File: src/rtl/ej32_pfq.sv
// ej32_pfq: eJ32 bytecode prefetch queue feeding opcode + two operand bytes to the decoder.
// Define PFQ_STAT_EN to build the flush/empty statistics counters.
module ej32_pfq #(
  parameter int ASZ = 17,
  parameter int DEPTH = 4,
  parameter logic [ASZ-1:0] COLD = '0
) (
  input  logic           clk,
  input  logic           rst,
  output logic           mem_req,
  output logic [ASZ-1:0] mem_a,
  input  logic           mem_gnt,
  input  logic [7:0]     mem_d,
  input  logic           br_en,
  input  logic [ASZ-1:0] br_p,
  output logic           ir_vld,
  output logic [7:0]     op,
  output logic [15:0]    opnd,
  output logic [2:0]     cnt,
  output logic [ASZ-1:0] ir_p,
  input  logic [1:0]     take,
  output logic [15:0]    stat_flush,
  output logic [15:0]    stat_empty
);
  localparam int AW = $clog2(DEPTH);
  localparam int OW = AW + 1;
  localparam int CM = DEPTH > 7 ? 7 : DEPTH;
  localparam logic [1:0] FILL = 2'd0, FULL = 2'd1, KILL = 2'd2;
  logic [1:0] st_q, st_d;
  logic req_q, req_d, fl_q, fl_d, push;
  logic [ASZ-1:0] fa_q, fa_d, irp_q, irp_d;
  logic [OW-1:0] occ_q, occ_d;
  logic [AW-1:0] hd_q, hd_d, tl_q, tl_d;
  logic [7:0] qb_q [DEPTH];
  logic [1:0] tk;
  // fl_q marks the byte granted last cycle, arriving on mem_d now; KILL drops it
  always_comb begin
    tk = br_en ? 2'd0 : (OW'(take) > occ_q) ? occ_q[1:0] : take;
    push = fl_q && st_q != KILL && !br_en;
    fl_d = req_q && mem_gnt;
    fa_d = br_en ? br_p : fl_d ? fa_q + ASZ'(1) : fa_q;
    irp_d = br_en ? br_p : irp_q + ASZ'(tk);
    occ_d = br_en ? '0 : occ_q + OW'(push) - OW'(tk);
    hd_d = br_en ? '0 : hd_q + AW'(tk);
    tl_d = br_en ? '0 : tl_q + AW'(push);
    st_d = br_en ? ((fl_q || fl_d || st_q == KILL) ? KILL : FILL)
         : st_q == KILL ? FILL
         : (occ_d + OW'(fl_d) >= OW'(DEPTH)) ? FULL : FILL;
    req_d = st_d == FILL;
  end
  always_ff @(posedge clk or negedge rst) begin
    if (!rst) begin
      st_q <= FILL;
      req_q <= 1'b0;
      fl_q <= 1'b0;
      fa_q <= COLD;
      irp_q <= COLD;
      occ_q <= '0;
      hd_q <= '0;
      tl_q <= '0;
      for (int i = 0; i < DEPTH; i++) qb_q[i] <= 8'h00;
    end else begin
      st_q <= st_d;
      req_q <= req_d;
      fl_q <= fl_d;
      fa_q <= fa_d;
      irp_q <= irp_d;
      occ_q <= occ_d;
      hd_q <= hd_d;
      tl_q <= tl_d;
      if (push) qb_q[tl_q] <= mem_d;
    end
  end
  assign mem_req = req_q;
  assign mem_a = fa_q;
  assign ir_p = irp_q;
  assign ir_vld = occ_q != '0;
  assign cnt = (occ_q >= OW'(CM)) ? 3'(CM) : 3'(occ_q);
  assign op = ir_vld ? qb_q[hd_q] : 8'h00;
  assign opnd = {occ_q >= OW'(2) ? qb_q[hd_q + AW'(1)] : 8'h00,
                 occ_q >= OW'(3) ? qb_q[hd_q + AW'(2)] : 8'h00};
  assert property (@(posedge clk) disable iff (!rst) !br_en |-> OW'(take) <= occ_q);
`ifdef PFQ_STAT_EN
  logic [15:0] sf_q, se_q;
  always_ff @(posedge clk or negedge rst) begin
    if (!rst) begin
      sf_q <= '0;
      se_q <= '0;
    end else begin
      if (br_en && sf_q != 16'hFFFF) sf_q <= sf_q + 16'd1;
      if (occ_q == '0 && se_q != 16'hFFFF) se_q <= se_q + 16'd1;
    end
  end
  assign stat_flush = sf_q;
  assign stat_empty = se_q;
`else
  assign stat_flush = '0;
  assign stat_empty = '0;
`endif
endmodule

File: config.mk
export PLATFORM = sky130hd
export DESIGN_NAME = ej32_pfq
export DESIGN_NICKNAME = d
export VERILOG_FILES = /design/src/rtl/ej32_pfq.sv
export SDC_FILE = /design/constraint.sdc
export NUM_CORES = 1
export LEC_CHECK = 0
export BUFFER_PORTS_ARGS = -buffer_cell sky130_fd_sc_hd__buf_2
export CAP_MARGIN = 20
export CORE_ASPECT_RATIO = 1.75
export CORE_MARGIN = 10
export CORE_UTILIZATION = 48
export DETAILED_ROUTE_END_ITERATION = 7
export PLACE_DENSITY = 0.77
export SYNTH_ARGS = -nofsm -noshare
export SYNTH_HDL_FRONTEND = slang
export SYNTH_SLANG_ARGS = --single-unit
File: constraint.sdc
create_clock -name clk -period 3.1 [get_ports clk]
set_input_delay 0.62 -clock clk [delete_from_list [all_inputs] [get_ports clk]]
set_output_delay 0.62 -clock clk [all_outputs]
set_load 0.03 [all_outputs]
==> results of run 1 <==
-- state kept, by name, indices dropped and copies added, names as in the netlist --
name,flops
fl_q,1
ir_p,17
occ_q,3
mem_req,1
qb_q,32
tl_q,2
hd_q,2
st_q,2
mem_a,17
-- area by class of cell --
class / instances / area share [%]
multi-input cells: 321 / 47.5
flip-flops and latches: 77 / 32.7
repair buffers: 116 / 10.9
clock buffers: 10 / 4.05
well taps: 125 / 2.65
clock inverters: 6 / 1.46
inverters: 12 / 0.764
-- worst max-delay path: stages, from the launching register on --
cell	delay (ns)
sky130_fd_sc_hd__dfrtp_1	0.40
sky130_fd_sc_hd__inv_2	0.08
sky130_fd_sc_hd__ha_4	0.20
sky130_fd_sc_hd__a21oi_4	0.18
sky130_fd_sc_hd__o21ai_4	0.10
sky130_fd_sc_hd__mux2i_4	0.20
sky130_fd_sc_hd__or2_4	0.25
sky130_fd_sc_hd__ha_1	0.27
sky130_fd_sc_hd__inv_1	0.04
sky130_fd_sc_hd__fa_2	0.33
sky130_fd_sc_hd__xor2_1	0.16
sky130_fd_sc_hd__and2_1	0.15
sky130_fd_sc_hd__nor3_2	0.23
sky130_fd_sc_hd__xnor2_1	0.11
sky130_fd_sc_hd__and2_1	0.17
-- final timing paths --
kind	startpoint	to	slack [ns]	depth (start not counted)
setup / recovery	occ_q[1]	st_q[0]	0.13	14
hold / removal	rst	qb_q[17]	0.44	1
setup reg to reg	occ_q[1]	st_q[0]	0.13	14
hold reg to reg	qb_q[15]	qb_q[15]	0.55	1
max in group asynchronous	rst	mem_a[1]	2.02	1
min in group clk	br_p[16]	ir_p[16]	0.53	2
-- metal layers --
metal	global-route usage, %	part of all wire [%]	vias to the layer above
met1	16.5	34	1856
li1	-	-	1711
met3	5.30	8.7	30
met4	7.48	3.0	0
met5	0	0	-
met2	30.9	55	141
-- power breakdown --
group          internal [mW]  switching, mW  leakage, nW
clock                  0.725          0.410        0.158
sequential              1.21          0.246        0.967
combinational          0.975           1.21         1.59
-- cells in the mapped netlist (all sizes together) (9+ instances only) --
cell   count  area share, %
nor3      12            1.2
xnor2     18            3.2
mux4      24             11
nor2      18            1.4
nor4       9            1.7
mux2      45             10
buf       43            6.2
dfrtp     77             39
nand2     15            1.2
inv       12           0.92
a21oi     11            1.2
nand3     13            1.4
nand4     11            1.4
xor2      10            1.8
nor2b     30            4.0
-- placed cells by master, fill, tap and decap left out, types with 15 or more instances in the layout --
| master | count |
|---|---|
| sky130_fd_sc_hd__buf_2 | 92 |
| sky130_fd_sc_hd__dfrtp_1 | 77 |
| sky130_fd_sc_hd__mux2_2 | 43 |
| sky130_fd_sc_hd__conb_1 | 32 |
| sky130_fd_sc_hd__nor2b_1 | 29 |
| sky130_fd_sc_hd__mux4_2 | 24 |
| sky130_fd_sc_hd__buf_4 | 24 |
| sky130_fd_sc_hd__xnor2_1 | 18 |
| sky130_fd_sc_hd__nor2_1 | 17 |
| sky130_fd_sc_hd__nand2_1 | 15 |
-- what timing repair did --
action,4_1_cts,5_1_grt
setup endpoints to repair,0,5
hold buffers,0,0
resized for setup,0,5
buffers inserted,0,1
-- per-stage QoR --
stage | setup TNS, ns | total power [mW] | cells
2_1_floorplan | 0 | 3.02 | 460
3_3_place_gp | -0.444 | 3.53 | 650
3_5_place_dp | -1.10 | 3.62 | 650
4_1_cts | 0 | 4.77 | 666
5_1_grt | -0.00123 | 5.04 | 667
6_report | 0 | 4.78 | 667
-- logic make-up after synthesis --
group | after synthesis | share of synthesized area [%]
adder cells (fa/ha/maj) | 9 | 2.61
multiplexers | 75 | 22.7
buffers and inverters | 62 | 7.63
flip-flops | 77 | 39.4
other | 1 | 0.0768
AO/OA/AOI/OAI | 39 | 5.61
XOR/XNOR | 28 | 5.02
AND/OR/NAND/NOR | 138 | 16.9
==> Flow_metrics.wiki, run 1 <==
{| class="wikitable"
! Metric !! Value
|-
| Type of the tightest min-delay check || primary input to async pin
|-
| TritonRoute pass-1 iters || 4
|-
| Clock latency reported for the late side of the worst-skew pair || 0.34 ns
|-
| Post-synthesis cell type count || 52
|-
| All-layer global routing usage || 17.0%
|-
| # setup viols final || 0
|-
| Count of flip-flops with a built-in enable after synthesis || 0
|-
| Pre-CTS setup slack || -0.196 ns
|-
| Power density relative to cell area || 810 nW/um^2
|-
| Average via count per standard cell || 5.60
|-
| Sequential-to-total area share from yosys stat || 39.4%
|-
| Number of global-route vias before repair || 3875
|-
| Worst slew margin relative to its limit || 33.9%
|-
| Clock-pin slew on the worst setup and hold paths || roughly 0.060 ns
|-
| CTS tree || yes
|-
| Maximum level of the CTS H-tree || 3
|-
| Setup crit start kind || register
|-
| Initial Utilization || around half
|-
| Worst-case vdd ir drop || 0.000458 V
|-
| Core Util, Final || 59.5%
|-
| Placeable Area || 9910 sq um
|-
| Dominant register cell in the synthesized netlist || sky130_fd_sc_hd__dfrtp_1
|-
| Post-DP HPWL || 9.73 mm
|-
| Wire per inst || 18.8 microns
|-
| Total clock buffers created by CTS || 9
|-
| Number of hold-slack violations in the final timing report || 0
|-
| Slack of the critical path || 0.128 ns
|-
| Worst Path Max Fanout || 4
|-
| Cell area after synthesis || between 4000 and 5000 sq um
|-
| Crit share post-route || between 90% and 100%
|-
| Max clock buf depth || 2
|-
| Status || completed
|-
| Antenna cells || 0
|-
| Number of storage elements in the synthesis netlist || 77
|-
| Total clock sinks || 77
|-
| Number of design rule violations left after detail routing || 0
|-
| Multi-input logic area || 2800 sq um
|-
| Worst slack on hold paths || 0.438 ns
|-
| Avg Synthesized Cell Area || around 11 sq um
|-
| Final critical-path required period || 2.97 ns
|-
| Die Outline Area || 14800 sq um
|-
| Die Ht || around 150 microns
|-
| Yosys warns || 0
|-
| Timing-limited maximum frequency || 336 MHz
|-
| Antenna violations before repair || 0
|-
| Layout overhead on the synthesized area || 20.7%
|-
| Sequential cell area || 1930 sq um
|-
| Final count of pins violating max slew || 0
|-
| DR iter-0 viols || 116
|-
| Buffers added on ports || 93
|-
| Number of standard-cell rows in the floorplan || 48
|-
| Critical Path RT || 3.33 ns
|-
| Type of the worst setup path || register to register
|-
| Final routed wirelength across all metal layers || 12.6 mm
|-
| Post-layout nets || 577
|-
| Remaining Overflow, GRT || 0
|-
| Via Count || 3738
|-
| Async set-reset flop share out of synthesis || 100%
|-
| Static leakage power || 2.71 nW
|-
| Post-synthesis instance total || roughly 430
|-
| Die outline width || roughly 96 microns
|-
| Fin area || 5900 sq um
|-
| Worst Clk Skew || 0.00788 ns
|-
| Dpl cell area || 5530 sq um
|-
| Last weighted congestion value of the routability-driven placer || 0.858
|-
| Endpoint arrival time on the critical path || 3.20 ns
|-
| Transition time at the pin with the least slew margin || around 0.99 ns
|-
| Antenna-violating nets left || 0
|-
| Share of layout cells above drive strength 1 || around two fifths
|-
| First-pass GRT wire length || 19.6 mm
|-
| Type of element capturing the critical path || register
|-
| Maximum number of pins on one net before global-route repair || 78
|-
| Clock Tree Root || sky130_fd_sc_hd__clkbuf_16
|-
| Number of fill cells || between 800 and 900
|-
| Max-cap violations || 0
|-
| Number of top-level pins || 126
|}
(Power assumes the default switching activity.)
==> inputs of run 2 (changes only) <==
==> constraint.sdc (replaced) <==
create_clock -name clk -period 3.1 [get_ports clk]
set_input_delay 0.155 -clock clk [delete_from_list [all_inputs] [get_ports clk]]
set_output_delay 0.155 -clock clk [all_outputs]
set_load 0.03 [all_outputs]
==> run 2 against run 1 <==
Against the previous run:
- the flow now finishes with violations (hold timing)
- clock power grew 4%
- first-iteration DRC count fell by 20%
- die area stayed put
- hold slack lost 0.46 ns
- via count down 1.4%
- flip-flop and latch count is the same
- sequential share of layout area grew 0.24 points
- sequential power about the same
- critical path depth unchanged
==> Flow_metrics.wiki, run 2 (same netlist as run 1, synthesis figures left out) <==
{| class="wikitable"
! Metric !! Value
|-
| Sequential cell area || 1930 sq um (unchanged)
|-
| Timing-limited maximum frequency || 329 MHz (was 336 MHz)
|-
| # setup viols final || 0 (unchanged)
|-
| Critical Path RT || 3.32 ns (was 3.33 ns)
|-
| Clock latency reported for the late side of the worst-skew pair || 0.34 ns (about the same)
|-
| Total clock buffers created by CTS || 9 (unchanged)
|-
| Power after layout || 4.78 mW (about the same)
|-
| Antenna-violating nets left || 0 (unchanged)
|-
| Crit share post-route || 98.2% (was 95.9%)
|-
| Internal power || 2.95 mW (was 2.91 mW)
|-
| Type of element capturing the critical path || register (unchanged)
|-
| Unrepaired setup endpoints after global routing || true
|-
| Type of the tightest min-delay check || primary input to async pin (unchanged)
|-
| Clock Tree Root || sky130_fd_sc_hd__clkbuf_16 (unchanged)
|-
| Switching power as a share of total power || 38.4% (was 39.0%)
|-
| Total clock sinks || 77 (unchanged)
|-
| Placeable Area || 9910 sq um (unchanged)
|-
| Worst slack on hold paths || -0.0246 ns (was 0.438 ns)
|-
| Via Count || 3684 (was 3738)
|-
| Post-layout nets || 572 (was 577)
|-
| Share of layout cells above drive strength 1 || 41.0% (was 41.5%)
|-
| Static leakage power || 2.70 nW (was 2.71 nW)
|-
| Worst slew margin relative to its limit || 34.3% (was 33.9%)
|-
| Die outline width || 96.3 microns (unchanged)
|-
| Post-DP HPWL || 9.31 mm (was 9.73 mm)
|-
| Fin area || 5850 sq um (was 5900 sq um)
|-
| Number of fill cells || 816 (was 855)
|-
| Final critical-path required period || 3.04 ns (was 2.97 ns)
|-
| NetSw || 1.83 mW (was 1.86 mW)
|-
| CTS tree || yes (unchanged)
|-
| Largest register FFs || 32 (unchanged)
|-
| Worst Clk Skew || 0.00578 ns (was 0.00788 ns)
|-
| Remaining Overflow, GRT || 0 (unchanged)
|-
| Worst-case vdd ir drop || 0.000516 V (was 0.000458 V)
|-
| Number of design rule violations left after detail routing || 0 (unchanged)
|-
| DR iter-0 viols || 93 (was 116)
|-
| Layout overhead on the synthesized area || 19.8% (was 20.7%)
|-
| Clock-pin slew on the worst setup and hold paths || 0.06 ns (about the same)
|-
| Worst Path Max Fanout || 5 (was 4)
|-
| Die Ht || 153 microns (unchanged)
|-
| Endpoint arrival time on the critical path || 3.26 ns (was 3.20 ns)
|-
| Status || complete, but fails checks (was completed)
|-
| Power share of the combinational group || 44.5% (was 45.7%)
|-
| Number of standard-cell rows in the floorplan || 48 (unchanged)
|-
| Proportion of power drawn by flip-flops and latches || 30.7% (was 30.5%)
|-
| Number of global-route vias before repair || 3827 (was 3875)
|-
| Multi-input logic area || 2780 sq um (was 2800 sq um)
|-
| TritonRoute pass-1 iters || 5 (was 4)
|-
| Max-cap violations || 0 (unchanged)
|-
| Number of top-level pins || 126 (unchanged)
|-
| Type of the worst setup path || register to register (unchanged)
|-
| Maximum number of pins on one net before global-route repair || 78 (unchanged)
|-
| Count of hold-fix buffers inserted at cts || 0 (unchanged)
|-
| Violations in the final reports || hold timing
|-
| Dpl cell area || 5390 sq um (was 5530 sq um)
|-
| First-pass GRT wire length || 19.3 mm (was 19.6 mm)
|-
| Setup crit start kind || register (unchanged)
|-
| Last weighted congestion value of the routability-driven placer || 0.824 (was 0.858)
|-
| Core Util, Final || 59.1% (was 59.5%)
|-
| Final routed wirelength across all metal layers || 12.2 mm (was 12.6 mm)
|-
| Number of hold-slack violations in the final timing report || 12 (was 0)
|-
| Antenna violations before repair || 0 (unchanged)
|-
| Average via count per standard cell || 5.56 (was 5.60)
|-
| Final count of pins violating max slew || 0 (unchanged)
|-
| Transition time at the pin with the least slew margin || 0.985 ns (was 0.991 ns)
|-
| Maximum level of the CTS H-tree || 3 (unchanged)
|-
| Wire per inst || 18.5 microns (was 18.8 microns)
|-
| Commonest non-fill, non-tap cell in the layout || sky130_fd_sc_hd__buf_2 (unchanged)
|-
| Die Outline Area || 14800 sq um (unchanged)
|-
| Top reg by flops || qb_q (unchanged)
|-
| Initial Utilization || 49.3% (unchanged)
|-
| Clock share of power || 24.9% (was 23.8%)
|-
| Antenna cells || 0 (unchanged)
|-
| Buffers added on ports || 93 (unchanged)
|-
| All-layer global routing usage || 16.7% (was 17.0%)
|-
| Max clock buf depth || 2 (unchanged)
|-
| Commonest cells after routing, fill and taps aside || sky130_fd_sc_hd__buf_2 (92), sky130_fd_sc_hd__dfrtp_1 (77), sky130_fd_sc_hd__mux2_2 (43) (unchanged)
|-
| Power density relative to cell area || 816 nW/um^2 (was 810 nW/um^2)
|}
run 2: changes by cell type in the layout (fill, tap and decap cells not counted), sizes merged:
cell      change
clkinv        +1
bufinv        +1
clkinvlp      -1
clkbuf        -1
buf           -5
run 2: layer usage:
| layer | global-route usage [%] | part of all wire, % | vias to the layer above |
|---|---|---|---|
| met4 | 7.76 | 3.4 | 0 |
| met1 | 18.2 | 36 | 1818 |
| met3 | 4.36 | 8.0 | 29 |
| met2 | 28.5 | 53 | 141 |
| met5 | 0 | 0 | - |
| li1 | - | - | 1696 |
run 2: critical path, cell delays in order, from the launching register on:
cell	delay (ns)
sky130_fd_sc_hd__dfrtp_1	0.37
sky130_fd_sc_hd__inv_2	0.06
sky130_fd_sc_hd__ha_4	0.28
sky130_fd_sc_hd__nor2b_4	0.16
sky130_fd_sc_hd__o21ai_2	0.07
sky130_fd_sc_hd__buf_4	0.14
sky130_fd_sc_hd__mux2i_4	0.19
sky130_fd_sc_hd__nor2_2	0.13
sky130_fd_sc_hd__nand2_1	0.09
sky130_fd_sc_hd__fa_2	0.39
sky130_fd_sc_hd__nand2b_4	0.17
sky130_fd_sc_hd__nor4_4	0.29
sky130_fd_sc_hd__nand4_1	0.13
sky130_fd_sc_hd__xnor2_1	0.17
sky130_fd_sc_hd__mux2_4	0.27
run 2: power by group through the flow:
| stage | logic (mW) | registers, mW | clock network, mW |
|---|---|---|---|
| floorplan | 1.47 | 1.52 | 0 |
| global placement | 1.96 | 1.45 | 0 |
| detailed placement | 2.02 | 1.47 | 0 |
| CTS | 2.06 | 1.46 | 1.22 |
| global route | 2.29 | 1.50 | 1.26 |
| finish | 2.13 | 1.47 | 1.19 |
run 2: repair_timing:
action	CTS	global route
hold endpoints to repair	0	0
buffers inserted	2	4
gates cloned	0	0
pin swaps	4	11
gates resized for setup	3	12
setup endpoints to repair	3	3
run 2: through the flow:
| step | setup TNS, ns | cells | worst slack (ns) |
|---|---|---|---|
| finish | 0 | 662 | 0.0564 |
| global route | -0.112 | 662 | -0.0769 |
| CTS | 0 | 658 | 0.0360 |
| detailed placement | -0.118 | 640 | -0.0593 |
| global placement | 0 | 640 | 0.0917 |
| floorplan | 0 | 460 | 0.0390 |
run 2: worst paths after layout:
| path | from | end | slack, ns | cells past startpoint |
|---|---|---|---|---|
| max | occ_q[1] | ir_p[16] | 0.06 | 14 |
| min | rst | qb_q[21] | -0.02 | 1 |
| max reg2reg | occ_q[1] | ir_p[16] | 0.06 | 14 |
| min reg2reg | hd_q[0] | hd_q[0] | 0.54 | 1 |
| max in group asynchronous | rst | ir_p[15] | 2.49 | 1 |
| min in group clk | br_p[2] | mem_a[2] | 0.06 | 3 |
run 2: area by class of cell:
class	instances	area share [%]
multi-input combinational	321	47.6
inverter	12	0.769
tap	125	2.67
clock inverter	7	1.94
clock buffer	9	3.85
sequential	77	32.9
timing repair buffer	111	10.3
